## src/rtl/dispatch_stage_pkg.sv

```systemverilog
// Shared dispatch types: functional-unit codes, default widths and the
// registered payload carried by the single-entry output stage.
package pipeline_types;

  localparam int DEF_N_PHYS    = 64;
  localparam int DEF_PW        = $clog2(DEF_N_PHYS);
  localparam int DEF_ROB_TAG_W = 6;
  localparam int DEF_N_WB      = 2;

  typedef enum logic [1:0] {
    FU_ALU = 2'd0,
    FU_LSU = 2'd1,
    FU_BR  = 2'd2,
    FU_ILL = 2'd3
  } fu_type_t;

  typedef struct packed {
    logic [DEF_PW-1:0]        rs1_p;
    logic [DEF_PW-1:0]        rs2_p;
    logic [DEF_PW-1:0]        rd_p;
    logic [DEF_PW-1:0]        rd_old_p;
    logic                     rd_used;
    logic                     rs1_rdy;
    logic                     rs2_rdy;
    logic [DEF_ROB_TAG_W-1:0] rob_tag;
    fu_type_t                 fu;
  } dispatch_payload_t;

  // Illegal ops travel down the ALU path, which raises the trap.
  function automatic fu_type_t route_fu(input logic [1:0] f);
    return (f == FU_ILL) ? FU_ALU : fu_type_t'(f);
  endfunction

endpackage

```

## src/rtl/dispatch_stage_busy_table.sv

```systemverilog
// Physical-register busy table: one set port (new allocation), N_WB clear
// ports (writeback) and two source read ports with same-cycle wakeup bypass.
module busy_table
  import pipeline_types::*;
#(
  parameter int N_PHYS = DEF_N_PHYS,
  parameter int N_WB   = DEF_N_WB,
  localparam int PW    = $clog2(N_PHYS)
) (
  input  logic                 clk,
  input  logic                 rst,
  input  logic                 set_en,
  input  logic [PW-1:0]        set_preg,
  input  logic [N_WB-1:0]      wb_valid,
  input  logic [N_WB*PW-1:0]   wb_preg,
  input  logic [1:0][PW-1:0]   rd_preg,
  input  logic [1:0]           rd_used,
  output logic [1:0]           rd_rdy
);

  logic [N_PHYS-1:0] busy_q;
  logic [N_PHYS-1:0] busy_next;

  // Clears first, then the set, so a new allocation beats a stale writeback.
  always_comb begin
    busy_next = busy_q;
    for (int k = 0; k < N_WB; k++) begin
      if (wb_valid[k]) busy_next[wb_preg[k*PW +: PW]] = 1'b0;
    end
    if (set_en) busy_next[set_preg] = 1'b1;
    busy_next[0] = 1'b0;
  end

  always_ff @(posedge clk) begin
    if (rst) busy_q <= '0;
    else     busy_q <= busy_next;
  end

  for (genvar gi = 0; gi < 2; gi++) begin : g_read
    logic wake;
    always_comb begin
      wake = 1'b0;
      for (int k = 0; k < N_WB; k++) begin
        if (wb_valid[k] && wb_preg[k*PW +: PW] == rd_preg[gi]) wake = 1'b1;
      end
      rd_rdy[gi] = !rd_used[gi] || (rd_preg[gi] == '0) || wake ||
                   (!busy_q[rd_preg[gi]] && !(set_en && set_preg == rd_preg[gi]));
    end
  end

endmodule

```

## src/rtl/dispatch_stage.sv

```systemverilog
// Dispatch stage: single registered entry feeding the ROB and one issue queue.
// Optional DISPATCH_STATS_EN adds saturating stall/dispatch counters.
module dispatch_stage
  import pipeline_types::*;
#(
  parameter int N_PHYS    = DEF_N_PHYS,
  parameter int ROB_TAG_W = DEF_ROB_TAG_W,
  parameter int N_WB      = DEF_N_WB,
  localparam int PW       = $clog2(N_PHYS)
) (
  input  logic                 clk,
  input  logic                 rst,
  input  logic                 ren_valid_i,
  output logic                 ren_ready_o,
  input  logic [PW-1:0]        rs1_p_i,
  input  logic [PW-1:0]        rs2_p_i,
  input  logic                 rs1_used_i,
  input  logic                 rs2_used_i,
  input  logic [PW-1:0]        rd_new_p_i,
  input  logic [PW-1:0]        rd_old_p_i,
  input  logic                 rd_used_i,
  input  logic [ROB_TAG_W-1:0] rob_tag_i,
  input  logic [1:0]           fu_type_i,
  output logic                 rob_valid_o,
  input  logic                 rob_ready_i,
  output logic [ROB_TAG_W-1:0] rob_tag_o,
  output logic [PW-1:0]        rob_rd_new_o,
  output logic [PW-1:0]        rob_rd_old_o,
  output logic                 rob_rd_used_o,
  output logic [2:0]           iq_valid_o,
  input  logic [2:0]           iq_ready_i,
  output logic [PW-1:0]        iq_rs1_p_o,
  output logic [PW-1:0]        iq_rs2_p_o,
  output logic [PW-1:0]        iq_rd_p_o,
  output logic                 iq_rs1_rdy_o,
  output logic                 iq_rs2_rdy_o,
  output logic [ROB_TAG_W-1:0] iq_rob_tag_o,
  input  logic [N_WB-1:0]      wb_valid_i,
  input  logic [N_WB*PW-1:0]   wb_preg_i,
`ifdef DISPATCH_STATS_EN
  output logic [31:0]          stats_stall_rob_o,
  output logic [2:0][31:0]     stats_stall_iq_o,
  output logic [31:0]          stats_dispatched_o,
`endif
  input  logic                 recover_i
);

  logic              out_valid_q;
  dispatch_payload_t out_q;
  dispatch_payload_t in_payload;
  logic              sel_ready;
  logic              fire;
  logic              accept;
  logic [1:0]        src_rdy;
  logic              wake_rs1;
  logic              wake_rs2;

  always_comb begin
    case (out_q.fu)
      FU_LSU:  sel_ready = iq_ready_i[1];
      FU_BR:   sel_ready = iq_ready_i[2];
      default: sel_ready = iq_ready_i[0];
    endcase
  end

  // ROB and the selected queue must both take the entry in the same cycle.
  assign fire        = out_valid_q && rob_ready_i && sel_ready && !recover_i;
  assign ren_ready_o = (!out_valid_q || fire) && !recover_i;
  assign accept      = ren_valid_i && ren_ready_o;

  busy_table #(.N_PHYS(N_PHYS), .N_WB(N_WB)) u_busy (
    .clk      (clk),
    .rst      (rst),
    .set_en   (accept && rd_used_i),
    .set_preg (rd_new_p_i),
    .wb_valid (wb_valid_i),
    .wb_preg  (wb_preg_i),
    .rd_preg  ({rs2_p_i, rs1_p_i}),
    .rd_used  ({rs2_used_i, rs1_used_i}),
    .rd_rdy   (src_rdy)
  );

  always_comb begin
    in_payload          = '0;
    in_payload.rs1_p    = rs1_p_i;
    in_payload.rs2_p    = rs2_p_i;
    in_payload.rd_p     = rd_new_p_i;
    in_payload.rd_old_p = rd_old_p_i;
    in_payload.rd_used  = rd_used_i;
    in_payload.rs1_rdy  = src_rdy[0];
    in_payload.rs2_rdy  = src_rdy[1];
    in_payload.rob_tag  = rob_tag_i;
    in_payload.fu       = route_fu(fu_type_i);
  end

  // A stalled entry keeps listening to writebacks so it never misses one.
  always_comb begin
    wake_rs1 = 1'b0;
    wake_rs2 = 1'b0;
    for (int k = 0; k < N_WB; k++) begin
      if (wb_valid_i[k] && wb_preg_i[k*PW +: PW] == out_q.rs1_p) wake_rs1 = 1'b1;
      if (wb_valid_i[k] && wb_preg_i[k*PW +: PW] == out_q.rs2_p) wake_rs2 = 1'b1;
    end
  end

  always_ff @(posedge clk) begin
    if (rst) begin
      out_valid_q <= 1'b0;
      out_q       <= '0;
    end else if (recover_i) begin
      out_valid_q <= 1'b0;
    end else if (accept) begin
      out_valid_q <= 1'b1;
      out_q       <= in_payload;
    end else if (fire) begin
      out_valid_q <= 1'b0;
    end else if (out_valid_q) begin
      out_q.rs1_rdy <= out_q.rs1_rdy | wake_rs1;
      out_q.rs2_rdy <= out_q.rs2_rdy | wake_rs2;
    end
  end

  assign rob_valid_o   = out_valid_q;
  assign rob_tag_o     = out_q.rob_tag;
  assign rob_rd_new_o  = out_q.rd_p;
  assign rob_rd_old_o  = out_q.rd_old_p;
  assign rob_rd_used_o = out_q.rd_used;
  assign iq_valid_o    = out_valid_q ? 3'(3'b001 << out_q.fu) : 3'b000;
  assign iq_rs1_p_o    = out_q.rs1_p;
  assign iq_rs2_p_o    = out_q.rs2_p;
  assign iq_rd_p_o     = out_q.rd_p;
  assign iq_rs1_rdy_o  = out_q.rs1_rdy;
  assign iq_rs2_rdy_o  = out_q.rs2_rdy;
  assign iq_rob_tag_o  = out_q.rob_tag;

`ifdef DISPATCH_STATS_EN
  logic [2:0] iq_stall;

  for (genvar gi = 0; gi < 3; gi++) begin : g_iq_stall
    assign iq_stall[gi] = out_valid_q && rob_ready_i && !iq_ready_i[gi] &&
                          (out_q.fu == fu_type_t'(gi));
  end

  always_ff @(posedge clk) begin
    if (rst) begin
      stats_stall_rob_o  <= '0;
      stats_stall_iq_o   <= '0;
      stats_dispatched_o <= '0;
    end else if (!recover_i) begin
      if (out_valid_q && !rob_ready_i && stats_stall_rob_o != '1)
        stats_stall_rob_o <= stats_stall_rob_o + 32'd1;
      for (int q = 0; q < 3; q++) begin
        if (iq_stall[q] && stats_stall_iq_o[q] != '1)
          stats_stall_iq_o[q] <= stats_stall_iq_o[q] + 32'd1;
      end
      if (fire && stats_dispatched_o != '1)
        stats_dispatched_o <= stats_dispatched_o + 32'd1;
    end
  end
`endif

endmodule

```

## config.mk

```make
export PLATFORM = sky130hd
export DESIGN_NAME = dispatch_stage
export DESIGN_NICKNAME = d
export VERILOG_FILES = /design/src/rtl/dispatch_stage_pkg.sv /design/src/rtl/dispatch_stage_busy_table.sv /design/src/rtl/dispatch_stage.sv
export SDC_FILE = /design/constraint.sdc
export NUM_CORES = 1
export LEC_CHECK = 0
export CORE_MARGIN = 3
export CORE_UTILIZATION = 50
export CTS_CLUSTER_DIAMETER = 40
export CTS_CLUSTER_SIZE = 10
export DETAILED_ROUTE_END_ITERATION = 10
export PLACE_DENSITY_LB_ADDON = 0.08
export SLEW_MARGIN = 20
export SYNTH_ARGS = -nofsm -noshare
export SYNTH_HDL_FRONTEND = slang
export SYNTH_SLANG_ARGS = --single-unit
```

## constraint.sdc

```tcl
create_clock -name clk -period 3.3 [get_ports clk]
set_input_delay 0.825 -clock clk [delete_from_list [all_inputs] [get_ports clk]]
set_output_delay 0.825 -clock clk [all_outputs]
set_load 0.1 [all_outputs]
```

==> results by group, run 1 <==
GRT
  • Remaining global-route overflow: 0
  • Met1 Resource Use GR: 0.4147
  • Met3 usage: 0.07729
  • Initial antenna violation count: 0
  • Met2 Use GR: 0.4905
  • Number of global-route vias before repair: 6226
  • Global route hottest layer: met2
  • Overall Global Routing Usage: 0.3159
  • Pin count of the biggest net entering global routing: around 50
  • Global-route wire length before repair: 35250 um

Routing
  • Vias per cell: ~6.4
  • Final ANT Viol Nets: 0
  • Drt drc: 0
  • WL per Instance: ~23 um
  • Drt pass-1 iters: 6
  • Via count: around 6.4k
  • Initial drt markers: 715
  • Post-Route WL: ~23000 um

Floorplan
  • # IOs: approximately 110
  • Initial core utilization: 0.5255
  • DIE AREA: roughly 14000 sq um
  • Die H: approximately 120 um
  • Core Region: around 12000 sq um
  • FP Rows: 40
  • DIE WIDTH: 119.8 um

Setup path
  • Critical path arrival: roughly 2.2 ns
  • Reg2reg end: u_busy.busy_q[8]$_SDFF_PP0_
  • Critical path data required time: between 2 and 2.5 ns
  • CP dominant cell by count: a21oi_1
  • Critical Path End Type: output port
  • Reg2Reg Setup Slack: 0.90 ns
  • Crit path max-delay cell type: clkdlybuf4s50_1
  • CP max stage delay: between 0.4 and 0.5 ns
  • Crit path kind: in2out
  • Reg2reg start: out_q[0]$_SDFFE_PP0P_
  • Worst path cell trace: clkdlybuf4s50_1 -> a22oi_1 -> a21oi_1 -> a21oi_1 -> nor2_2 -> buf_12
  • Worst r2r path cells: 8
  • Max FO, Critical Path: 4
  • Worst Setup Start Kind: input port

Timing
  • Worst Tran Pin Value: approximately 0.64 ns
  • Sum of negative setup slack: 0 ns
  • Final Hold Viols: 0
  • Post-layout min period: 3.032 ns
  • Relative slew slack: 0.5752
  • Final Max Tran Viols: 0
  • Final worst path period share: 0.9187
  • Final setup fails: 0
  • Fin Clk Skew: just under 0.007 ns
  • WHS: between 0.4 and 0.5 ns
  • Max Freq: 329.8 MHz
  • Final worst slack: between 0.2 and 0.3 ns
  • RSZ-0062 raised after global routing: false

Synthesis
  • Post-Syn Area: around 6500 sq um
  • Syn Nets: around 830
  • Top FF cell, synth: dfxtp_1
  • Ys async rst share: 0
  • Synth unique cells: 54
  • Avg Cell Area, Syn: around 8.4 sq um
  • Gate count after technology mapping: around 770
  • Count of flip-flops with a built-in enable after synthesis: 0
  • Synthesis Warnings: 0
  • Synth Register Bits: 99
  • Sequential area share after synthesis: 0.3063

Clock network
  • CTS sink count: roughly 100
  • CTS root buf: clkbuf_16
  • H-Tree Depth: 3
  • CTS max path bufs: 2
  • CTS tree: yes
  • Clk_lat worst skew: 0.35 ns
  • Post-CTS setup buffer count: 0
  • Total CTS buffers: 9
  • Post-CTS Resized: 0
  • Hold Buf Count CTS: 0
  • Clock-pin slew on the worst setup and hold paths: around 0.07 ns

Place
  • Half-perimeter wire length after placement: 16460 um
  • PortBufs: ~110
  • Routability congestion estimate from global placement: around 1.0
  • Area after DPL: around 7400 sq um
  • DP Cell Count: slightly below 1k
  • Post-place setup slack: 0.04105 ns

Finish
  • Final Non-Filler Cells: about 1k
  • Fill count: 1116
  • Share of cells above drive strength 1: 0.1787
  • Fin util: 0.6275
  • Net count, final: roughly 890
  • Area Overhead vs Synth: 19.42%
  • Most frequent cells in the layout: nand2_1 (104), dfxtp_1 (99), buf_4 (92)
  • Final instance area: between 7000 and 8000 sq um
  • Commonest non-fill, non-tap cell in the layout: nand2_1
  • Inserted Diodes: 0

Min path
  • Hold EP: rob_rd_old_o[4]$_SDFFE_PP0P_
  • Hold Path Stages: 2
  • Hold crit path type: reg2reg
  • Min-Delay Startpoint: rob_rd_old_o[4]$_SDFFE_PP0P_

Pwr
  • VDD IR-drop max: 285.1 uV
  • Pwr per Cell Area: about 400 nW/um^2
  • Pwr Total: ~3.0 mW
  • Leak: roughly 2.6 nW

Job
  • Number of max-cap violations: 0

Status
  • Outcome: finished clean
-- power breakdown --
| part | total [mW] | switching [mW] | internal [mW] |
|---|---|---|---|
| logic | 0.727 | 0.492 | 0.235 |
| registers | 1.24 | 0.0227 | 1.22 |
| clock network | 1.04 | 0.481 | 0.556 |
| total | 3.00 | 0.995 | 2.01 |
-- synth_stat cells (2+ instances only) --
| master | instances | share of area |
|---|---|---|
| nand2_1 | 104 | 0.060 |
| dfxtp_1 | 99 | 0.31 |
| inv_1 | 62 | 0.036 |
| o22ai_1 | 58 | 0.056 |
| o32ai_1 | 56 | 0.076 |
| buf_4 | 42 | 0.049 |
| a21oi_1 | 40 | 0.031 |
| clkbuf_1 | 40 | 0.023 |
| xnor2_1 | 34 | 0.046 |
| mux4_2 | 27 | 0.094 |
| xor2_1 | 24 | 0.032 |
| nand3_1 | 23 | 0.018 |
| nor2_1 | 16 | 0.0093 |
| nand4_1 | 15 | 0.015 |
| nor2b_1 | 15 | 0.015 |
| o21ai_0 | 14 | 0.011 |
| buf_2 | 11 | 0.0085 |
| nand3b_1 | 8 | 0.0093 |
| nor3_1 | 7 | 0.0054 |
| nor4_1 | 7 | 0.0068 |
| buf_1 | 6 | 0.0035 |
| mux2i_1 | 6 | 0.0093 |
| o2111ai_1 | 5 | 0.0068 |
| mux4_1 | 4 | 0.016 |
| and2_1 | 3 | 0.0029 |
| and3_1 | 3 | 0.0029 |
| ha_1 | 3 | 0.0058 |
| mux2_2 | 3 | 0.0052 |
| a211oi_1 | 2 | 0.0023 |
| nand2b_1 | 2 | 0.0019 |
| o211ai_1 | 2 | 0.0023 |
| o31ai_1 | 2 | 0.0023 |
| or3b_2 | 2 | 0.0027 |
| or4_1 | 2 | 0.0023 |
-- routing by layer --
| metal | up-vias | share of wire |
|---|---|---|
| met1 | 2995 | 0.40 |
| met3 | 79 | 0.11 |
| met2 | 415 | 0.45 |
| li1 | 2895 | - |
| met5 | - | 0 |
| met4 | 0 | 0.045 |
-- cell families after synthesis --
| family | share of synthesized area |
|---|---|
| DFF | 0.3063 |
| xor gates and xnor gates | 0.07852 |
| AOI/OAI and AO/OA | 0.2085 |
| adders and majority gates | 0.005802 |
| buffers and inverters | 0.1222 |
| and+or+nand+nor | 0.1539 |
| muxes | 0.1247 |
-- registers in the layout (all words and copies together) (netlist names) --
name and count:
iq_rs1_p_o 6, iq_rs1_rdy_o 1, out_q 2, iq_rob_tag_o 6, iq_rs2_rdy_o 1, rob_rd_used_o 1, iq_rd_p_o 6, u_busy.busy_q 63
rob_rd_old_o 6, iq_rs2_p_o 6, rob_valid_o 1
-- area by class of cell --
type / count / area (sq um) / area share
clock buffer: 11 / 252.7 / 0.03271
clock inverter: 5 / 35.03 / 0.004534
inverter: 63 / 236.5 / 0.03061
multi-input combinational: 505 / 3704 / 0.4794
sequential: 99 / 1982 / 0.2565
tap: 168 / 210.2 / 0.02721
timing repair buffer: 151 / 1306 / 0.1691
-- critical path, delay by kind of cell --
family	cells	cell delay (ns)
and+or+nand+nor	1	0.15
AOI/OAI and AO/OA	3	0.58
buffers and inverters	2	0.65
-- how the worst max path moves through the flow --
| stage | start | end | slack (ns) | cells past startpoint |
|---|---|---|---|---|
| floorplan | iq_ready_i[1] | ren_ready_o | 0.42 | 4 |
| global route | iq_ready_i[0] | ren_ready_o | 0.19 | 6 |
| CTS | iq_ready_i[1] | ren_ready_o | 0.28 | 6 |
| detailed placement | rs2_p_i[1] | iq_rs2_rdy_o$_SDFFE_PP0P_ | 0.04 | 6 |
| global placement | rs2_p_i[1] | iq_rs2_rdy_o$_SDFFE_PP0P_ | 0.06 | 6 |
| finish | iq_ready_i[1] | ren_ready_o | 0.27 | 6 |
Note: power is estimated with default switching activity, not from simulation.
==> run 2, diff against run 1 <==
==> constraint.sdc (replaced) <==
create_clock -name clk -period 3.3 [get_ports clk]
set_input_delay 0.825 -clock clk [delete_from_list [all_inputs] [get_ports clk]]
set_output_delay 0.825 -clock clk [all_outputs]
set_load 0.05 [all_outputs]
==> run 2 against run 1 <==
  * Combinational power is 14% lower
  * Flip-flop and latch count did not move
  * First-iteration DRC count fell by 11%
  * Maximum frequency increased by 0.88%
  * Largest power group unchanged
  * Highest routed layer unchanged
==> results by group, run 2 (same netlist as run 1, synthesis figures left out) <==
Clock network
  • Hold Buf Count CTS: 0 (unchanged)
  • H-Tree Depth: 3 (unchanged)
  • CTS tree: yes
  • CTS root buf: clkbuf_16
  • CTS max path bufs: 2 (unchanged)
  • CTS sink count: 99 (unchanged)
  • Clk_lat worst skew: 0.35 ns (about the same)
  • Post-CTS setup buffer count: 0 (unchanged)
  • Clock-pin slew on the worst setup and hold paths: 0.07 ns (about the same)
  • Total CTS buffers: 9 (unchanged)
  • Post-CTS Resized: 0 (unchanged)

Routing
  • Post-Route WL: 23020 um (+1.3%)
  • Drt drc: 0 (unchanged)
  • WL per Instance: 23.09 um (+1.8%)
  • Drt pass-1 iters: 5 (-1)
  • Final ANT Viol Nets: 0 (unchanged)
  • Initial drt markers: 634 (-11%)
  • Via count: 6369 (-0.23%)
  • Vias per cell: 6.388 (+0.27%)

Timing
  • Final Max Tran Viols: 0 (unchanged)
  • Fin Clk Skew: 0.008306 ns (+0.001555 ns)
  • Final worst path period share: 0.9107 (-0.007976)
  • Final setup fails: 0 (unchanged)
  • RSZ-0062 raised after global routing: false
  • Max Freq: 332.7 MHz (+0.88%)
  • Final Hold Viols: 0 (unchanged)
  • Sum of negative setup slack: 0 ns (unchanged)
  • Relative slew slack: 0.5351 (-0.04005)
  • Worst Tran Pin Value: 0.6951 ns (+0.05989 ns)
  • Final worst slack: 0.2946 ns (+0.02632 ns)
  • Post-layout min period: 3.005 ns (-0.02632 ns)
  • WHS: 0.4550 ns (+0.0003450 ns)

Finish
  • Inserted Diodes: 0 (unchanged)
  • Max reg flops: 63 (unchanged)
  • Share of cells above drive strength 1: 0.1134 (-0.06527)
  • Fill count: 1105 (-0.99%)
  • Final Non-Filler Cells: 997 (-0.50%)
  • Most frequent cells in the layout: nand2_1 (104), clkdlybuf4s50_1 (104), dfxtp_1 (99)
  • Fin util: 0.6368 (+0.009248)
  • Largest register by flop count: u_busy.busy_q
  • Area Overhead vs Synth: 21.18%
  • Net count, final: 885 (-0.45%)
  • Final instance area: 7840 sq um (+1.5%)

GRT
  • Remaining global-route overflow: 0 (unchanged)
  • Initial antenna violation count: 0 (unchanged)
  • Pin count of the biggest net entering global routing: 42 (-14%)
  • Overall Global Routing Usage: 0.3159 (about the same)
  • Number of global-route vias before repair: 6185 (-0.66%)
  • Global-route wire length before repair: 34870 um (-1.1%)

Job
  • Number of max-cap violations: 0 (unchanged)

Setup path
  • Crit path kind: in2out
  • Worst Setup Start Kind: input port
  • Reg2reg start: out_q[0]$_SDFFE_PP0P_
  • Critical path data required time: 2.47 ns (about the same)
  • Critical Path End Type: output port
  • CP dominant cell by count: a21oi_1
  • CP max stage delay: 0.45 ns (about the same)
  • Worst path cell trace: clkdlybuf4s50_1 -> a22oi_1 -> a21oi_1 -> a21oi_1 -> nor2_1 -> buf_12
  • CP Launch Point: iq_ready_i[1]
  • Max FO, Critical Path: 4 (unchanged)
  • Crit path max-delay cell type: clkdlybuf4s50_1
  • Critical path arrival: 2.18 ns (-0.03 ns)

Floorplan
  • DIE AREA: 14340 sq um (unchanged)
  • DIE WIDTH: 119.8 um (unchanged)
  • Core Region: 12310 sq um (unchanged)
  • # IOs: 107 (unchanged)
  • Die H: 119.8 um (unchanged)
  • FP Rows: 40 (unchanged)
  • Initial core utilization: 0.5255 (unchanged)

Place
  • Routability congestion estimate from global placement: 1.008 (-3.7%)
  • DP Cell Count: 982 (-0.41%)
  • Half-perimeter wire length after placement: 16450 um (-0.11%)
  • Area after DPL: 7541 sq um (+1.4%)
  • PortBufs: 106 (unchanged)
  • Post-place setup slack: 0.004176 ns (-0.03687 ns)

Min path
  • Min-Delay Startpoint: rob_rd_old_o[2]$_SDFFE_PP0P_
  • Hold crit path type: reg2reg

Pwr
  • VDD IR-drop max: 181.2 uV (-36%)
  • Pwr per Cell Area: 377.0 nW/um^2 (-3.0%)
  • Pwr Total: 2.955 mW (-1.6%)
  • Leak: 2.527 nW (-3.9%)

Status
  • Outcome: finished clean
[run 2: cell types whose count changed in the layout (fill, tap and decap cells not counted), sizes merged]
| cell | before | now |
|---|---|---|
| clkdlybuf4s50 | 55 | 104 |
| clkinv | 3 | 2 |
| clkbuf | 11 | 10 |
| bufinv | 0 | 1 |
| buf | 96 | 43 |
[run 2: critical path, delay by kind of cell]
family                 cells  cell delay (ns)
buffers and inverters      2             0.61
and+or+nand+nor            1             0.19
AOI/OAI and AO/OA          3             0.54
[run 2: final timing paths]
| kind | cells past startpoint | slack, ns | end |
|---|---|---|---|
| worst max-delay path | 6 | 0.29 | ren_ready_o |
| worst min-delay path | 2 | 0.46 | rob_rd_old_o[2]$_SDFFE_PP0P_ |
| worst max register to register | 8 | 1.05 | u_busy.busy_q[61]$_SDFF_PP0_ |
| worst min register to register | 2 | 0.46 | rob_rd_old_o[2]$_SDFFE_PP0P_ |
[run 2: power by group]
group | internal, mW | switching, mW | total, mW
clock network | 0.609 | 0.482 | 1.09
logic | 0.243 | 0.382 | 0.625
registers | 1.22 | 0.0228 | 1.24
total | 2.07 | 0.887 | 2.96
[run 2: area by class of cell]
type	instances	area, sq um	share of cell area
Multi-Input combinational cell	505	3701	0.4721
Sequential cell	99	1982	0.2528
Timing Repair Buffer	147	1411	0.1800
Clock buffer	10	239.0	0.03048
Inverter	63	236.5	0.03016
Tap cell	168	210.2	0.02681
Clock inverter	5	60.06	0.007660
[run 2: per-layer routing]
layer | GRT usage | up-vias | part of all wire
met3 | 0.07681 | 83 | 0.11
met4 | 0.1503 | 0 | 0.045
met5 | 0 | - | 0
met2 | 0.5039 | 426 | 0.45
li1 | - | 2886 | -
met1 | 0.4031 | 2974 | 0.39
==> run 3, diff against run 2 <==
--- a/config.mk
+++ b/config.mk
@@ -6,7 +6,7 @@
 export NUM_CORES = 1
 export LEC_CHECK = 0
 export CORE_MARGIN = 3
-export CORE_UTILIZATION = 50
+export CORE_UTILIZATION = 29
 export CTS_CLUSTER_DIAMETER = 40
 export CTS_CLUSTER_SIZE = 10
 export DETAILED_ROUTE_END_ITERATION = 10
==> run 3 against run 2 <==
  * Critical path depth is the same
  * Non-clock buffer count up 10
  * Via count down 0.57%
  * Sequential share of layout area fell by 0.77 points
  * First-iteration DRC count shrank 16%
  * Total power is 2.4% higher
  * Die area grew 68%
  * Clock-buffer cell count fell by 1
  * Setup slack got worse by 0.014 ns
==> results by group, run 3 (same netlist as run 1, synthesis figures left out) <==
Routing
  • Drt drc: 0 (unchanged)
  • Post-Route WL: 26000 um (+13%)
  • Vias per cell: 5.654 (-11%)
  • Final ANT Viol Nets: 0 (unchanged)
  • WL per Instance: 23.21 um (+0.53%)
  • Initial drt markers: 535 (-16%)
  • Drt pass-1 iters: 7 (+2)
  • Via count: 6333 (-0.57%)

Finish
  • Largest register by flop count: u_busy.busy_q
  • Max reg flops: 63 (unchanged)
  • Area Overhead vs Synth: 24.97%
  • Share of cells above drive strength 1: 0.1250 (+0.01161)
  • Fin util: 0.3693 (-0.2674)
  • Most frequent cells in the layout: nand2_1 (104), clkdlybuf4s50_1 (104), dfxtp_1 (99)
  • Net count, final: 895 (+1.1%)
  • Final Non-Filler Cells: 1120 (+12%)
  • Inserted Diodes: 0 (unchanged)

Clock network
  • CTS tree: yes
  • CTS max path bufs: 2 (unchanged)
  • CTS root buf: clkbuf_16
  • Post-CTS Resized: 0 (unchanged)
  • Clk_lat worst skew: 0.36 ns (about the same)
  • CTS sink count: 99 (unchanged)
  • Hold Buf Count CTS: 0 (unchanged)
  • Post-CTS setup buffer count: 0 (unchanged)
  • Total CTS buffers: 9 (unchanged)
  • H-Tree Depth: 3 (unchanged)
  • Clock-pin slew on the worst setup and hold paths: 0.08 ns (about the same)

Setup path
  • Worst path cell trace: clkdlybuf4s50_1 -> mux4_1 -> mux4_2 -> a2111o_1 -> o211ai_2 -> o311a_1
  • Max FO, Critical Path: 6 (+2)
  • Reg2Reg Setup Slack: 0.91 ns (-0.14 ns)
  • Worst Setup Start Kind: input port
  • Critical Path End Type: flop
  • CP max stage delay: 0.69 ns (+0.24 ns)
  • Critical path arrival: 3.33 ns (+1.15 ns)
  • Critical path data required time: 3.61 ns (+1.14 ns)
  • WP buf/inv: 1 (-1)
  • CP delay by family, top: multiplexers
  • Crit path kind: in2reg
  • Crit path max-delay cell type: clkdlybuf4s50_1

Place
  • PortBufs: 106 (unchanged)
  • Half-perimeter wire length after placement: 18520 um (+13%)
  • DP Cell Count: 1104 (+12%)
  • Post-place setup slack: -0.07571 ns (-0.07989 ns)
  • Routability congestion estimate from global placement: 0.9016 (-11%)

Floorplan
  • Die H: 155.4 um (+30%)
  • # IOs: 107 (unchanged)
  • FP Rows: 54 (+35%)
  • DIE AREA: 24140 sq um (+68%)
  • Initial core utilization: 0.2956 (-0.2300)
  • Core Region: 21890 sq um (+78%)
  • DIE WIDTH: 155.4 um (+30%)

Job
  • Number of max-cap violations: 0 (unchanged)

Timing
  • WHS: 0.4579 ns (+0.002831 ns)
  • Fin Clk Skew: 0.01107 ns (+0.002768 ns)
  • Final Hold Viols: 0 (unchanged)
  • Post-layout min period: 3.020 ns (+0.01413 ns)
  • Max Freq: 331.2 MHz (-0.47%)
  • Final worst path period share: 0.9150 (+0.004282)
  • RSZ-0062 raised after global routing: false
  • Relative slew slack: 0.5525 (+0.01737)
  • Final setup fails: 0 (unchanged)
  • Worst Tran Pin Value: 0.6696 ns (-0.02550 ns)
  • Final Max Tran Viols: 0 (unchanged)
  • Final worst slack: 0.2805 ns (-0.01413 ns)

Pwr
  • VDD IR-drop max: 240.1 uV (+33%)
  • Leak: 2.588 nW (+2.4%)
  • Pwr per Cell Area: 374.3 nW/um^2 (-0.72%)
  • Pwr Total: 3.026 mW (+2.4%)

GRT
  • Overall Global Routing Usage: 0.2128 (-0.1032)
  • Pin count of the biggest net entering global routing: 41 (-2.4%)
  • Number of global-route vias before repair: 6338 (+2.5%)
  • Global-route wire length before repair: 39240 um (+13%)
  • Remaining global-route overflow: 0 (unchanged)
  • Initial antenna violation count: 0 (unchanged)

Status
  • Outcome: finished clean

Min path
  • Hold crit path type: reg2reg
-- run 3: where the power goes --
part	total, mW	internal (mW)	switching, mW
logic	0.649	0.253	0.396
registers	1.24	1.22	0.0229
clock network	1.14	0.603	0.535
-- run 3: per-stage QoR --
| stage | cell area (sq um) | TNS, ns |
|---|---|---|
| floorplan | 6470 | 0 |
| global placement | 7779 | -0.01282 |
| detailed placement | 7779 | -0.07571 |
| CTS | 8085 | 0 |
| global route | 8085 | 0 |
| finish | 8085 | 0 |
-- run 3: area by class of cell --
type                       instances  area [sq um]
clock buffer                       9         225.2
clock inverter                     7         81.33
fill                            2242         13810
inverter                          63         236.5
multi-input combinational        505          3709
sequential                        99          1982
tap                              280         350.3
timing repair buffer             157          1501
-- run 3: worst min-delay path: stages, from the launching register on --
cell	delay [ns]
dfxtp_1	0.31
nand2_1	0.05
a21oi_1	0.05
-- run 3: layer usage --
layer  global-route usage  vias to the layer above  routed length [um]
met4              0.06961                        0                 669
li1                     -                     2906                   -
met3              0.04701                       53                1974
met2               0.3427                      295               12070
met5                    0                        -                   0
met1               0.2838                     3079               11280
-- run 3: final timing paths --
| check | to | depth (start not counted) | startpoint |
|---|---|---|---|
| setup / recovery | iq_rs2_rdy_o$_SDFFE_PP0P_ | 6 | rs2_p_i[1] |
| hold / removal | rob_rd_old_o[0]$_SDFFE_PP0P_ | 2 | rob_rd_old_o[0]$_SDFFE_PP0P_ |
| setup reg to reg | u_busy.busy_q[37]$_SDFF_PP0_ | 9 | out_q[0]$_SDFFE_PP0P_ |
| hold reg to reg | rob_rd_old_o[0]$_SDFFE_PP0P_ | 2 | rob_rd_old_o[0]$_SDFFE_PP0P_ |
